--- src/rtl/alu_pkg.sv ---
// alu_pkg: opcodes, ALU selects, sequencer states and the opcode-to-ALU control mapping
package alu_pkg;
  localparam logic [2:0] OP_AND = 3'b000;
  localparam logic [2:0] OP_OR  = 3'b001;
  localparam logic [2:0] OP_ADD = 3'b010;
  localparam logic [2:0] OP_SUB = 3'b110;
  localparam logic [2:0] OP_SLT = 3'b111;
  localparam logic [1:0] ALUSEL_AND = 2'b00;
  localparam logic [1:0] ALUSEL_OR  = 2'b01;
  localparam logic [1:0] ALUSEL_ADD = 2'b10;
  typedef enum logic [1:0] {
    S_IDLE = 2'd0,
    S_EXEC = 2'd1,
    S_RESP = 2'd2
  } state_t;
  typedef struct packed {
    logic       binvert;
    logic       carryin;
    logic [1:0] sel;
  } alu_ctrl_t;
  function automatic logic op_legal(input logic [2:0] op);
    return op == OP_AND || op == OP_OR || op == OP_ADD || op == OP_SUB || op == OP_SLT;
  endfunction
  // SUB and SLT both use the invert-and-carry-in subtract path; illegal maps to AND
  function automatic alu_ctrl_t alu_ctrl(input logic [2:0] op);
    return (op == OP_SUB || op == OP_SLT) ? {1'b1, 1'b1, ALUSEL_ADD} :
           op == OP_ADD                  ? {1'b0, 1'b0, ALUSEL_ADD} :
           op == OP_OR                   ? {1'b0, 1'b0, ALUSEL_OR}  :
                                           {1'b0, 1'b0, ALUSEL_AND};
  endfunction
endpackage

--- src/rtl/alu_flag_gen.sv ---
// alu_flag_gen: turns raw ALU result/carry into the final result and status flags
module alu_flag_gen
  import alu_pkg::*;
#(
  parameter int WIDTH = 32
) (
  input  logic [2:0]       op,
  input  logic [WIDTH-1:0] a,
  input  logic [WIDTH-1:0] b_eff,
  input  logic [WIDTH-1:0] result,
  input  logic             carryout,
  output logic [WIDTH-1:0] final_result,
  output logic             zero,
  output logic             neg,
  output logic             carry,
  output logic             ovf,
  output logic             err
);
  logic legal;
  logic arith;
  logic raw_ovf;
  // SLT corrects the sign of the difference with the overflow bit to get signed a<b
  always_comb begin
    legal        = op_legal(op);
    arith        = op == OP_ADD || op == OP_SUB;
    raw_ovf      = (a[WIDTH-1] == b_eff[WIDTH-1]) && (result[WIDTH-1] != a[WIDTH-1]);
    final_result = !legal ? '0 :
                   op == OP_SLT ? {{(WIDTH-1){1'b0}}, result[WIDTH-1] ^ raw_ovf} : result;
    zero         = legal && final_result == '0;
    neg          = final_result[WIDTH-1];
    carry        = arith && carryout;
    ovf          = arith && raw_ovf;
    err          = !legal;
  end
endmodule

--- src/rtl/alu_op_sequencer.sv ---
// alu_op_sequencer: handshake front-end that drives an external combinational ALU and returns result plus flags
module alu_op_sequencer
  import alu_pkg::*;
#(
  parameter int WIDTH = 32
) (
  input  logic             clk,
  input  logic             reset_n,
  input  logic             in_valid,
  output logic             in_ready,
  input  logic [2:0]       in_op,
  input  logic [WIDTH-1:0] in_a,
  input  logic [WIDTH-1:0] in_b,
  output logic [WIDTH-1:0] alu_a,
  output logic [WIDTH-1:0] alu_b,
  output logic             alu_binvert,
  output logic             alu_carryin,
  output logic [1:0]       alu_operation,
  input  logic [WIDTH-1:0] alu_result,
  input  logic             alu_carryout,
  output logic             out_valid,
  input  logic             out_ready,
  output logic [WIDTH-1:0] out_result,
  output logic             out_zero,
  output logic             out_neg,
  output logic             out_carry,
  output logic             out_ovf,
  output logic             out_err
);
  state_t           state;
  logic [2:0]       op_q;
  alu_ctrl_t        ctrl;
  logic [WIDTH-1:0] b_eff;
  logic [WIDTH-1:0] fg_result;
  logic             fg_zero;
  logic             fg_neg;
  logic             fg_carry;
  logic             fg_ovf;
  logic             fg_err;

  assign alu_binvert   = ctrl.binvert;
  assign alu_carryin   = ctrl.carryin;
  assign alu_operation = ctrl.sel;
  assign b_eff         = ctrl.binvert ? ~alu_b : alu_b;

  alu_flag_gen #(.WIDTH(WIDTH)) u_flag_gen (
    .op          (op_q),
    .a           (alu_a),
    .b_eff       (b_eff),
    .result      (alu_result),
    .carryout    (alu_carryout),
    .final_result(fg_result),
    .zero        (fg_zero),
    .neg         (fg_neg),
    .carry       (fg_carry),
    .ovf         (fg_ovf),
    .err         (fg_err)
  );

  // IDLE latches a command, EXEC captures the settled ALU output, RESP holds it until taken
  always_ff @(posedge clk or negedge reset_n) begin
    if (!reset_n) begin
      state      <= S_IDLE;
      in_ready   <= 1'b1;
      out_valid  <= 1'b0;
      op_q       <= '0;
      alu_a      <= '0;
      alu_b      <= '0;
      ctrl       <= '0;
      out_result <= '0;
      out_zero   <= 1'b0;
      out_neg    <= 1'b0;
      out_carry  <= 1'b0;
      out_ovf    <= 1'b0;
      out_err    <= 1'b0;
    end else begin
      case (state)
        S_IDLE: if (in_valid) begin
          op_q     <= in_op;
          alu_a    <= in_a;
          alu_b    <= in_b;
          ctrl     <= alu_ctrl(in_op);
          in_ready <= 1'b0;
          state    <= S_EXEC;
        end
        S_EXEC: begin
          out_result <= fg_result;
          out_zero   <= fg_zero;
          out_neg    <= fg_neg;
          out_carry  <= fg_carry;
          out_ovf    <= fg_ovf;
          out_err    <= fg_err;
          out_valid  <= 1'b1;
          state      <= S_RESP;
        end
        S_RESP: if (out_ready) begin
          out_valid <= 1'b0;
          in_ready  <= 1'b1;
          state     <= S_IDLE;
        end
        default: begin
          out_valid <= 1'b0;
          in_ready  <= 1'b1;
          state     <= S_IDLE;
        end
      endcase
    end
  end
endmodule

--- config.mk ---
export PLATFORM = sky130hd
export DESIGN_NAME = alu_op_sequencer
export DESIGN_NICKNAME = d
export VERILOG_FILES = /design/src/rtl/alu_pkg.sv /design/src/rtl/alu_flag_gen.sv /design/src/rtl/alu_op_sequencer.sv
export SDC_FILE = /design/constraint.sdc
export NUM_CORES = 1
export LEC_CHECK = 0
export BUFFER_PORTS_ARGS = -buffer_cell sky130_fd_sc_hd__buf_2
export CAP_MARGIN = 20
export CORE_UTILIZATION = 45
export DETAILED_ROUTE_END_ITERATION = 10
export GPL_ROUTABILITY_DRIVEN = 1
export GPL_TIMING_DRIVEN = 0
export PLACE_DENSITY_LB_ADDON = 0.3
export SLEW_MARGIN = 10
export SYNTH_ARGS = -nofsm -noshare
export SYNTH_HDL_FRONTEND = slang
export SYNTH_HIERARCHICAL = 1
export SYNTH_SLANG_ARGS = --single-unit
export TNS_END_PERCENT = 100
--- constraint.sdc ---
create_clock -name clk -period 1.9 [get_ports clk]
set_input_delay 0.19 -clock clk [delete_from_list [all_inputs] [get_ports clk]]
set_output_delay 0.19 -clock clk [all_outputs]
set_load 0.02 [all_outputs]
==> qor.csv <==
metric,value,unit
I/O Pins,211,
Hold WC Path Type,in -> reg,
Slew Limit Fails,0,
critical path's slowest cell,dfrtp_1,
sequential power share,39.0,%
Core ar.,9860,um^2
fin crit share,94.1,%
Syn Inst Count,456,
clock skew,0.0103,ns
R2R depth,7,
drt drc,0,
flop-to-flop setup slack,0.11,ns
clock share of power,12.1,%
total gr overflow,0,
Final setup viols,0,
DRT Wirelength,11400,um
Cell Pwr Density,1700,nW/um^2
routed vias,3906,
H-tree levels,3,
"Hold Vio Cnt, Final",0,
CTS root buf,clkbuf_8,
Clock Path Buffers,2,
largest net degree at the start of global routing,61,
hold endpoint,alu_a[15],
crit-path max FO,3,
Routed Antenna Nets,0,
maxcap violations,0,
Mapped Area,4630,um^2
FF-to-FF Start,alu_binvert,
initial core utilization,46.9,%
die extent in x,103,um
chip height,103,um
Comb pwr share,48.9,%
RSZ-0062 raised after global routing,false,
gr usage total,21.7,%
Final WS setup,0.111,ns
WL/cell,13.7,um
area delta synth->final,33.3,%
worst-margin pin slew,0.486,ns
first-pass GRT wire length,17500,um
Crit. End Element,flop,
Iteration-0 DRC Markers,94,
Critical Path Max Stage Delay,0.42,ns
vias in the first global route,3837,
share of cells above drive strength 1,42.4,%
Cell Rows,36,
Worst-path clk slew,0.10,ns
net switching power,4.49,mW
die area,10700,um^2
synthesized area per cell,10.1,um^2
syn_nets,560,
Leak,3.48,nW
initial antenna violation count,1,
worst-skew pair later-pin latency,0.36,ns
outcome,"complete, no violations",
"Warnings, synthesis",6,
Post-Place Setup Slack,0.117,ns
Reg-to-Reg End,out_result[0],
vias per cell,4.71,
hold depth,3,
post-cts sizing count,0,
Slew Limit Headroom,67.6,%
I/O Buffers,210,
hold slack,0.0142,ns
# Post-CTS Setup Buffers,0,
sw frac,42.9,%
TritonCTS buffer count,9,
# clock sinks,111,
WP data required,2.15,ns
Final #Nets,794,
worst vdd ir,0.975,mV
Max Clock Freq,559,MHz
CTS tree,built,
HP Start,in_a[15],
"Data arrival, critical path",2.04,ns
crit path cell chain,clkbuf_1 -> xor2_1 -> maj3_2 -> nand3_1 -> o21ai_1 -> a22o_1 -> mux2_2,
router iterations before antenna repair,4,
Post-DP HPWL,8500,um
CP Class,reg -> reg,
routability cong.,0.782,
Tmin final,1.79,ns
Critical Path Start Type,flop,
Pint,5.98,mW
per-stage QoR:
stage	util [%]	total power, mW	cell area (um^2)	std cells	setup TNS, ns
global placement	59.2	9.09	5840	799	-64.72
CTS	62.5	10.6	6170	828	0
floorplan	-	7.45	4630	456	0
detailed placement	59.6	9.28	5880	800	0
global route	62.5	11.3	6170	829	0
finish	62.5	10.5	6170	829	0
registers in the layout (all words and copies together), names as in the netlist, 2 cells and up:
name / flops
alu_a: 32
alu_b: 32
out_result: 32
op_q: 3
alu_operation: 2
state: 2
layer usage:
| metal | share of wire [%] | wire length (um) | up-vias | track usage [%] |
|---|---|---|---|---|
| met5 | 0 | 0 | - | 0 |
| met2 | 47 | 5390 | 164 | 37.5 |
| li1 | - | - | 1901 | - |
| met4 | 2.1 | 241 | 0 | 8.99 |
| met3 | 8.6 | 983 | 19 | 6.32 |
| met1 | 42 | 4760 | 1822 | 25.4 |
worst max-delay path by stage:
stage	startpoint	endpoint	slack (ns)	cells after the start
after floorplan	alu_binvert	out_result[0]	0.11	7
after global placement	reset_n	alu_b[15]	-0.60	1
after detailed placement	alu_binvert	out_result[0]	0.12	7
after CTS	alu_binvert	out_result[0]	0.10	7
after global routing	alu_binvert	out_result[0]	0.03	7
final	alu_binvert	out_result[0]	0.11	7
what timing repair did:
| item | in CTS | in global routing |
|---|---|---|
| hold buffers | 12 | 0 |
| endpoints found under the setup margin | 0 | 0 |
| endpoints found under the hold margin | 61 | 0 |
cells in the final DEF, fill, tap and decap left out, drive strengths merged, types with 2 or more instances in the layout:
cell and instances:
buf 234, mux2i 2, nor4 8, nor3 2, clkinv 4, nand2b 3, nor2 3, dfrtp 110
nand2 210, nand3 4, clkbuf 16, a21oi 2, mux2 37, and2 31, o21ai 2, dlygate4sd3 12
nor3b 2
worst max-delay path, delay by kind of cell, from the launching register on:
family | cells | cell delay [ns]
buffers and inverters | 1 | 0.12
and+or+nand+nor | 1 | 0.10
DFF | 1 | 0.42
xor gates and xnor gates | 1 | 0.19
muxes | 1 | 0.25
adders and majority gates | 1 | 0.30
AOI/OAI and AO/OA | 2 | 0.32
power groups by stage:
stage / Combinational [mW] / Sequential [mW] / Clock (mW)
floorplan: 2.06 / 5.39 / 0
global placement: 5.04 / 4.06 / 0
detailed placement: 5.17 / 4.11 / 0
CTS: 5.18 / 4.09 / 1.30
global route: 5.65 / 4.23 / 1.40
finish: 5.12 / 4.08 / 1.26
final cells by class:
type / instances / area, um^2
clock buffers: 12 / 145
clock inverters: 4 / 22.5
multi-input cells: 316 / 1670
plain buffers: 27 / 171
fillers: 846 / 3700
inverters: 2 / 8.76
well taps: 133 / 166
flip-flops and latches: 111 / 2780
diodes: 1 / 2.50
repair buffers: 223 / 1200
(Power assumes the default switching activity.)
